==> src/rtl/maxpool_stream_pkg.sv <==
// maxpool_stream_pkg: shared FSM encoding and packed filter-vector helpers for the pooling stage
package maxpool_stream_pkg;

   typedef enum logic {IDLE = 1'b0, RUN = 1'b1} state_e;

   function automatic int vec_width(input int num_filters, input int data_width);
      return num_filters * data_width;
   endfunction

   function automatic int slice_lsb(input int filter, input int data_width);
      return filter * data_width;
   endfunction

endpackage

==> src/rtl/maxpool_stream_max2.sv <==
// maxpool_stream_max2: per-sample two-input maximum, signed or unsigned compare
module maxpool_stream_max2
   import maxpool_stream_pkg::*;
#(
   parameter int DATA_WIDTH  = 8,
   parameter int SIGNED_DATA = 1
) (
   input  logic [DATA_WIDTH-1:0] a_i,
   input  logic [DATA_WIDTH-1:0] b_i,
   output logic [DATA_WIDTH-1:0] max_o
);

   logic a_gt;

   // Pick the larger operand; ties return b, which equals a anyway
   always_comb begin
      a_gt  = (SIGNED_DATA != 0) ? ($signed(a_i) > $signed(b_i)) : (a_i > b_i);
      max_o = a_gt ? a_i : b_i;
   end

endmodule

==> src/rtl/maxpool_stream.sv <==
// maxpool_stream: streaming 2x2 stride-2 max-pool over raster conv output; POOL_RELU_EN clamps negatives to 0
module maxpool_stream
   import maxpool_stream_pkg::*;
#(
   parameter int DATA_WIDTH  = 8,
   parameter int NUM_FILTERS = 3,
   parameter int FMAP_WIDTH  = 32,
   parameter int FMAP_HEIGHT = 32,
   parameter int SIGNED_DATA = 1
) (
   input  logic                                              clk,
   input  logic                                              rst_n,
   input  logic [vec_width(NUM_FILTERS, DATA_WIDTH)-1:0]     conv_in,
   input  logic                                              conv_valid,
   input  logic                                              frame_start,
   output logic [vec_width(NUM_FILTERS, DATA_WIDTH)-1:0]     pool_out,
   output logic                                              pool_valid,
   output logic                                              frame_done
);

   localparam int VW   = vec_width(NUM_FILTERS, DATA_WIDTH);
   localparam int CW   = (FMAP_WIDTH > 2) ? $clog2(FMAP_WIDTH) : 1;
   localparam int RW   = (FMAP_HEIGHT > 2) ? $clog2(FMAP_HEIGHT) : 1;
   localparam int LB_D = (FMAP_WIDTH / 2 > 0) ? FMAP_WIDTH / 2 : 1;
   localparam int IW   = (LB_D > 2) ? $clog2(LB_D) : 1;

   state_e           state_q, state_d;
   logic [CW-1:0]    col_q, col_d, col_c;
   logic [RW-1:0]    row_q, row_d, row_c;
   logic             run, accept, col_end, last, emit;
   logic [IW-1:0]    lb_idx;
   logic [VW-1:0]    hold_q, hmax, vmax, pooled, lb_rd;
   logic [VW-1:0]    pool_out_q, pool_out_d;
   logic             pool_valid_q, frame_done_q;
   logic [VW-1:0]    lb_q [LB_D];

   // frame_start forces RUN and position (0,0) for this very cycle's sample
   always_comb begin
      run        = frame_start || state_q == RUN;
      col_c      = frame_start ? '0 : col_q;
      row_c      = frame_start ? '0 : row_q;
      accept     = conv_valid && run;
      col_end    = col_c == CW'(FMAP_WIDTH - 1);
      last       = accept && col_end && row_c == RW'(FMAP_HEIGHT - 1);
      emit       = accept && col_c[0] && row_c[0];
      lb_idx     = IW'(col_c >> 1);
      lb_rd      = lb_q[lb_idx];
      state_d    = last ? IDLE : (run ? RUN : IDLE);
      col_d      = accept ? (col_end ? '0 : col_c + 1'b1) : col_c;
      row_d      = (accept && col_end) ? (last ? '0 : row_c + 1'b1) : row_c;
      pool_out_d = emit ? pooled : pool_out_q;
   end

   for (genvar f = 0; f < NUM_FILTERS; f++) begin : g_filt
      maxpool_stream_max2 #(.DATA_WIDTH(DATA_WIDTH), .SIGNED_DATA(SIGNED_DATA)) u_hmax (
         .a_i   (hold_q[f*DATA_WIDTH +: DATA_WIDTH]),
         .b_i   (conv_in[f*DATA_WIDTH +: DATA_WIDTH]),
         .max_o (hmax[f*DATA_WIDTH +: DATA_WIDTH])
      );
      maxpool_stream_max2 #(.DATA_WIDTH(DATA_WIDTH), .SIGNED_DATA(SIGNED_DATA)) u_vmax (
         .a_i   (lb_rd[f*DATA_WIDTH +: DATA_WIDTH]),
         .b_i   (hmax[f*DATA_WIDTH +: DATA_WIDTH]),
         .max_o (vmax[f*DATA_WIDTH +: DATA_WIDTH])
      );
`ifdef POOL_RELU_EN
      assign pooled[f*DATA_WIDTH +: DATA_WIDTH] =
         (SIGNED_DATA != 0 && vmax[(f+1)*DATA_WIDTH-1]) ? '0 : vmax[f*DATA_WIDTH +: DATA_WIDTH];
`else
      assign pooled[f*DATA_WIDTH +: DATA_WIDTH] = vmax[f*DATA_WIDTH +: DATA_WIDTH];
`endif
   end

   // Datapath storage: even-column hold and even-row half-width line buffer, contents need no reset
   always_ff @(posedge clk) begin
      if (accept && !col_c[0]) hold_q <= conv_in;
      if (accept && col_c[0] && !row_c[0]) lb_q[lb_idx] <= hmax;
   end

   // FSM, raster counters and registered output strobes
   always_ff @(posedge clk or negedge rst_n) begin
      if (!rst_n) begin
         state_q      <= IDLE;
         col_q        <= '0;
         row_q        <= '0;
         pool_out_q   <= '0;
         pool_valid_q <= 1'b0;
         frame_done_q <= 1'b0;
      end else begin
         state_q      <= state_d;
         col_q        <= col_d;
         row_q        <= row_d;
         pool_out_q   <= pool_out_d;
         pool_valid_q <= emit;
         frame_done_q <= last;
      end
   end

   assign pool_out   = pool_out_q;
   assign pool_valid = pool_valid_q;
   assign frame_done = frame_done_q;

endmodule

==> config.mk <==
export PLATFORM = sky130hd
export DESIGN_NAME = maxpool_stream
export DESIGN_NICKNAME = d
export VERILOG_FILES = /design/src/rtl/maxpool_stream_pkg.sv /design/src/rtl/maxpool_stream_max2.sv /design/src/rtl/maxpool_stream.sv
export SDC_FILE = /design/constraint.sdc
export NUM_CORES = 1
export LEC_CHECK = 0
export BUFFER_PORTS_ARGS = -buffer_cell sky130_fd_sc_hd__buf_2
export CELL_PAD_IN_SITES_DETAIL_PLACEMENT = 0
export CELL_PAD_IN_SITES_GLOBAL_PLACEMENT = 2
export CORE_UTILIZATION = 42
export CTS_CLUSTER_DIAMETER = 200
export DETAILED_ROUTE_END_ITERATION = 8
export PLACE_DENSITY = 0.81
export SLEW_MARGIN = 10
export SYNTH_ARGS = -nofsm -noshare
export SYNTH_HDL_FRONTEND = slang
export SYNTH_HIERARCHICAL = 1
export SYNTH_SLANG_ARGS = --single-unit
==> constraint.sdc <==
create_clock -name clk -period 4.4 [get_ports clk]
set_clock_uncertainty 0.05 [all_clocks]
set_input_delay 0.44 -clock clk [delete_from_list [all_inputs] [get_ports clk]]
set_output_delay 0.44 -clock clk [all_outputs]
set_load 0.01 [all_outputs]
==> flow_summary_export.csv, run 1 <==
group,metric,value,unit
run_status,status,"finished clean",
sta,worst_slew_pin_slew,0.810,ns
detailed_routing,vias_per_cell,5.54,
placed_design,gp_congestion,0.805,
pwr,powerDensity,433,nW/um2
grt,grt_max_degree,61,
layout,n_antenna_cell,0,
clock_tree,clock_path_buffers,3,
synthesis,ys_ff_latch,445,
setup_path,crit_buf_inv,6,
clock_tree,numCtsBuffers,48,
synthesis,yosysWarnings,6,
setup_path,rrSetupSlack,0.19,ns
floorplanning,die_y,217,um
sta,hold_slack,0.0335,ns
synthesis,synth.avg_cell_area,16.2,um2
synthesis,syn_area,19400,um2
grt,antenna_found_initial,0,
placed_design,dpl.hpwl,28900,um
setup_path,cpPeakStageDelay,0.53,ns
floorplanning,core,45500,um2
sta,setup_ws,0.183,ns
detailed_routing,via_count,11200,
synthesis,syn_inst,1200,
detailed_routing,drtAntennaViolNets,0,
clock_tree,cts.clk_slew.worst_paths,0.06,ns
synthesis,yosysSeqAreaShare,67.8,%
layout,syn2layout_area_growth,19.5,%
sta,hold_viol_final,0,
clock_tree,htreeDepth,2,
placed_design,place_ws,-0.150,ns
detailed_routing,drt_iter0_markers,817,
floorplanning,initial_core_util,42.7,%
sta,setup_viol,0,
grt,grt_pass1_vias,11300,
setup_path,crit_chain,"dlygate4sd3_1, buf_2, ha_1, nand2b_1, a2111oi_4, a311oi_2, mux2i_4, buf_12, buf_4, mux2_4, inv_1, ha_1, nand2_2, a2111oi_4, a311oi_2, mux2i_4, buf_6, mux2_2, mux2_2",
layout,final_area,23200,um2
setup_path,crit_type,"in -> reg",
synthesis,synth_nets,1280,
setup_path,critical_path_required,4.80,ns
pwr,power.static_leakage,0.00827,uW
grt,grt_pass1_wl,68900,um
floorplanning,rows,78,
floorplanning,die_w,217,um
synthesis,ys.flop_type,"edfxtp_1",
pwr,peakVddDrop,313,uV
flow_run,maxCapViolations,0,
floorplanning,die-area,47100,um2
sta,fin_crit,4.22,ns
detailed_routing,first_pass_iters,4,
layout,postLayoutCoreUtil,51.1,%
detailed_routing,wl_per_cell,22.8,um
layout,nFillCells,3793,
clock_tree,cts_tree,"done",
clock_tree,cts-root-buf,"clkbuf_16",
detailed_routing,finalWirelength,45800,um
setup_path,critPathCaptureType,"flop",
floorplanning,ios,54,
hold_path,hp-class,"in -> reg",
setup_path,slowest_stage,"dlygate4sd3_1",
sta,slew_headroom,45.9,%
grt,grt-ovfl-total,0,
synthesis,synthArstFlopShare,8.31,%
sta,finalMaxSlewViolations,0,
synthesis,yosysUniqueCellTypes,52,
synthesis,synth-edff-count,408,
setup_path,cp_max_fo,7,
layout,drive_gt1_share,30.1,%
clock_tree,clkSinkCount,445,
placed_design,numPortBuffers,53,
sta,clock.fmax,237,MHz
clock_tree,clkLatencyLatePin,0.58,ns
setup_path,worstPathArrival,4.62,ns
grt,track_usage,19.6,%
detailed_routing,drc_errors,0,
placed_design,place_area,21300,um2
setup_path,cp_top_family,"multiplexers",
layout,layout.nets,1456,
sta,post-route-period-util,95.8,%
setup_path,worst_setup_path_start_kind,"primary input",
==> state kept, by name, indices dropped and copies added, names as in the netlist <==
name and flops:
col_q 5, frame_done 1, hold_q 24, lb_q 384, pool_out 24, pool_valid 1, row_q 5, state_q 1
==> cell usage in the layout, fill, tap and decap left out, types with 20 or more instances in the layout <==
cell / n
edfxtp_1: 408
buf_4: 101
inv_1: 64
mux2_2: 62
a21oi_1: 58
nor2b_1: 54
buf_2: 53
mux2i_1: 48
clkbuf_16: 48
ha_1: 43
dfrtp_1: 35
nand2b_1: 27
mux4_2: 25
a211oi_1: 24
a32o_1: 24
a221o_1: 24
a22oi_1: 23
a221oi_1: 23
a2bb2oi_1: 23
nand2_1: 23
buf_12: 20
==> cell type report <==
class                           count  area [um2]  area share, %
Tap cell                          600         751           3.23
Sequential cell                   445       13200           56.8
Multi-Input combinational cell    626        5900           25.4
Clock buffer                       57        1240           5.36
Inverter                           66         248           1.07
Timing Repair Buffer              189        1590           6.83
Clock inverter                     30         307           1.32
==> synth_stat cells (all sizes together) (2+ instances only) <==
library cell  number  area [um2]
clkbuf            25        93.8
edfxtp           408       12300
a21oi             62         310
o21ai             13        65.1
a2bb2oi           23         201
dfrtp             37         926
a22oi             23         173
nor4               6        37.5
and2               3        18.8
nand2             36         165
nor2              26        97.6
a2111oi            6         165
a21o               6        52.6
a221oi            23         201
nor2b             55         344
nand2b            27         169
inv               66         248
a22o               2        17.5
a211oi            24         180
a221o             24         240
ha                52         651
nand3              5        25.0
a32o              24         240
or4                2        15.0
a31oi              2        12.5
a311oi             7        98.9
or2b              10        75.1
buf               38         235
mux2i             54         616
mux4              25         563
mux2              73         845
==> timing repair <==
action / in CTS / in global routing
hold endpoints to repair: 41 / 0
pin swaps: 1 / 19
gates resized for setup: 0 / 37
setup endpoints to repair: 7 / 24
setup buffers: 0 / 11
hold buffers: 5 / 0
==> path summary, 6_finish.rpt <==
kind	start	endpoint	cells after the start
setup reg to reg	hold_q[19]$_DFFE_PP_	pool_out[18]$_DFFE_PN0P_	17
setup / recovery	conv_in[8]	pool_out[10]$_DFFE_PN0P_	19
hold / removal	conv_in[15]	hold_q[15]$_DFFE_PP_	1
hold reg to reg	pool_out[6]$_DFFE_PN0P_	pool_out[6]$_DFFE_PN0P_	1
max in group asynchronous	rst_n	col_q[2]$_DFF_PN0_	3
min in group asynchronous	rst_n	col_q[1]$_DFF_PN0_	3
==> per-stage QoR <==
stage	power, uW	setup TNS, ns	std cells
after floorplan	5640	0	1200
after global placement	6050	-0.887	1910
after detailed placement	6080	-2.39	1910
after CTS	10100	0	2002
after global routing	10400	-0.00000888	2013
final	10000	0	2013
==> report_power, final <==
group / internal (uW) / leakage (uW) / switching (uW) / total, uW
sequential: 4760 / 0.00419 / 19.8 / 4780
clock: 2370 / 0.000759 / 1610 / 3980
combinational: 596 / 0.00332 / 694 / 1290
total: 7720 / 0.00827 / 2330 / 10000
==> logic make-up after synthesis <==
family	Yosys count	synth area share (%)
AOI/OAI and AO/OA	246	10.4
adders and majority gates	52	3.35
and+or+nand+nor	176	5.08
buffers and inverters	129	2.97
muxes	152	10.4
DFF	445	67.8
==> worst register-to-register path: cells and delay by family, from the launching register on <==
| family | cells | cell delay (ns) |
|---|---|---|
| multiplexers | 5 | 1.58 |
| flip-flops | 1 | 0.41 |
| AND/OR/NAND/NOR | 1 | 0.09 |
| buffers and inverters | 4 | 0.46 |
| AO/OA/AOI/OAI | 5 | 0.94 |
| adder cells (fa/ha/maj) | 2 | 0.55 |
==> per-layer routing <==
layer / global-route usage, % / share of wire, % / up-vias
met4: 5.99 / 2.5 / 0
met5: 0 / 0 / -
met1: 27.1 / 44 / 5700
li1: - / - / 5101
met3: 2.92 / 4.7 / 76
met2: 32.0 / 48 / 279
Note: power is estimated with default switching activity, not from simulation.
==> run 2, diff against run 1 <==
--- a/config.mk
+++ b/config.mk
@@ -8,6 +8,7 @@
 export BUFFER_PORTS_ARGS = -buffer_cell sky130_fd_sc_hd__buf_2
 export CELL_PAD_IN_SITES_DETAIL_PLACEMENT = 0
 export CELL_PAD_IN_SITES_GLOBAL_PLACEMENT = 2
+export CORE_MARGIN = 5
 export CORE_UTILIZATION = 42
 export CTS_CLUSTER_DIAMETER = 200
 export DETAILED_ROUTE_END_ITERATION = 8
==> run 2 against run 1 <==
  * Die area up 7.5%
  * Clock power decreased by 5.8%
  * Cell area shrank 1.7%
  * Fmax shrank 1.3%
  * Sequential share of layout area rose by 1.0 points
  * Wire length is 1.7% lower
  * Register-to-register slack worse by 0.06 ns
==> flow_summary_export.csv, run 2 (synthesized netlist as in run 1, its figures left out) <==
group,metric,value,unit
detailed_routing,highest_layer,"met4",
hold_path,whs_path_depth,1,
setup_path,r2r_cells,13,
sta,worst_slew_pin_slew,0.980,ns
layout,layout_common_cells,"408 x edfxtp_1, 92 x buf_4, 66 x inv_1",
clock_tree,numCtsBuffers,45,
detailed_routing,vias_per_cell,5.62,
setup_path,critPathCaptureType,"flop",
layout,largest_register_ffs,384,
detailed_routing,met2_length,21500,um
grt,grt_pass1_wl,68900,um
pwr,combPwrFrac,12.8,%
layout,syn2layout_area_growth,17.4,%
clock_tree,clock_path_buffers,3,
hold_path,whs_endpoint,"hold_q[8]$_DFFE_PP_",
sta,finalMaxSlewViolations,0,
floorplanning,die_y,225,um
setup_path,rr_endpoint,"pool_out[23]$_DFFE_PN0P_",
setup_path,cp_max_fo,12,
detailed_routing,finalWirelength,45000,um
detailed_routing,wl_met3,2220,um
sta,post-route-period-util,97.1,%
layout,postLayoutCoreUtil,50.1,%
grt,antenna_found_initial,1,
pwr,seq_power_share,48.8,%
setup_path,worst_setup_path_start_kind,"flop",
sta,setup_viol,0,
layout,final_common_cell,"edfxtp_1",
hold_path,hp-start,"conv_in[8]",
detailed_routing,wl_met1,20400,um
sta,setup_ws,0.128,ns
layout,nFillCells,3788,
setup_path,critical_path_required,4.79,ns
placed_design,numPortBuffers,53,
clock_tree,cts-root-buf,"clkbuf_16",
sta,fin_crit,4.27,ns
detailed_routing,drtAntennaViolNets,0,
grt,grt-ovfl-total,0,
floorplanning,initial_core_util,42.6,%
pwr,p_sw,2250,uW
detailed_routing,drt_iter0_markers,875,
detailed_routing,first_pass_iters,5,
pwr,powerDensity,429,nW/um2
pwr,power.static_leakage,0.00807,uW
floorplanning,die-area,50700,um2
detailed_routing,via_count,11100,
layout,multiInputGateArea,5860,um2
clock_tree,cts.clk_slew.worst_paths,0.06,ns
placed_design,gp_congestion,0.794,
setup_path,crit_type,"reg -> reg",
sta,clock.fmax,234,MHz
placed_design,dpl.hpwl,27700,um
run_status,status,"finished clean",
layout,n_antenna_cell,0,
detailed_routing,wl_per_cell,22.7,um
flow_run,maxCapViolations,0,
clock_tree,clkLatencyLatePin,0.56,ns
pwr,clockPowerShare,38.4,%
sta,slew_headroom,34.7,%
clock_tree,clkSinkCount,445,
floorplanning,die_w,225,um
clock_tree,htreeDepth,2,
grt,track_usage,17.7,%
layout,seq_area,13200,um2
detailed_routing,drc_errors,0,
pwr,p_int,7530,uW
placed_design,place_ws,-0.173,ns
pwr,peakVddDrop,326,uV
floorplanning,ios,54,
floorplanning,rows,78,
pwr,switching_share,23.0,%
layout,largest_register,"lb_q",
setup_path,rrSetupSlack,0.13,ns
grt,grt_max_degree,57,
hold_path,hp-class,"in -> reg",
layout,drive_gt1_share,28.5,%
sta,hold_viol_final,0,
grt,grt_pass1_vias,11200,
pwr,total_power,9780,uW
setup_path,worstReg2RegStart,"col_q[2]$_DFF_PN0_",
clock_tree,cts_tree,"done",
setup_path,worstPathArrival,4.66,ns
layout,layout.nets,1432,
floorplanning,core,45600,um2
## run 2: stage by stage
step | setup TNS (ns) | instance area [um2] | instances | hold WS (ns)
2_1_floorplan | 0 | 19400 | 1200 | 0.0944
6_report | 0 | 22800 | 1981 | 0.0325
4_1_cts | 0 | 22700 | 1979 | 0.00445
3_3_place_gp | -1.67 | 21200 | 1897 | 0.438
5_1_grt | -0.0121 | 22800 | 1981 | 0.0244
3_5_place_dp | -3.21 | 21200 | 1897 | 0.439
## run 2: how the worst max path moves through the flow
stage / startpoint / endpoint / slack [ns] / cells after the start
after floorplan: conv_in[5] / pool_out[0]$_DFFE_PN0P_ / 0.14 / 15
after global placement: conv_in[3] / pool_out[1]$_DFFE_PN0P_ / -0.11 / 17
after detailed placement: conv_in[3] / pool_out[0]$_DFFE_PN0P_ / -0.17 / 17
after CTS: hold_q[3]$_DFFE_PP_ / pool_out[3]$_DFFE_PN0P_ / 0.005 / 16
after global routing: hold_q[5]$_DFFE_PP_ / pool_out[3]$_DFFE_PN0P_ / -0.007 / 16
final: col_q[2]$_DFF_PN0_ / pool_out[23]$_DFFE_PN0P_ / 0.13 / 13
## run 2: power by group through the flow
stage | logic (uW) | registers [uW] | clock network (uW)
2_1_floorplan | 785 | 4850 | 0
3_3_place_gp | 1170 | 4860 | 0
3_5_place_dp | 1190 | 4860 | 0
4_1_cts | 1220 | 4770 | 3830
5_1_grt | 1360 | 4770 | 4020
6_report | 1250 | 4770 | 3750
## run 2: timing repair
action	in CTS	in global routing
hold endpoints to repair	38	0
resized for setup	0	28
pin swaps	2	14
hold buffers	2	0
setup endpoints to repair	20	24
gates cloned	0	0
setup buffers	4	3
## run 2: layout make-up
type / count / area share [%]
clock inverter: 18 / 0.971
clock buffer: 58 / 5.24
sequential: 445 / 57.8
inverter: 66 / 1.09
multi-input combinational: 626 / 25.7
timing repair buffer: 168 / 5.96
tap: 600 / 3.29
## run 2: per-layer routing
| layer | GRT usage, % | vias to the layer above |
|---|---|---|
| met1 | 25.3 | 5781 |
| met5 | 0 | - |
| met3 | 2.36 | 63 |
| met2 | 29.0 | 265 |
| met4 | 4.53 | 0 |
| li1 | - | 5032 |
## run 2: critical path, stage by stage, from the launching register on
cell       delay (ns)
dfrtp_4          0.54
nor2_2           0.73
buf_4            0.31
a22oi_1          0.08
a21oi_1          0.25
a221o_1          0.31
ha_1             0.29
nand2_2          0.10
a2111oi_4        0.06
a311oi_2         0.36
mux2i_4          0.31
buf_12           0.15
mux2_2           0.33
mux2_2           0.25
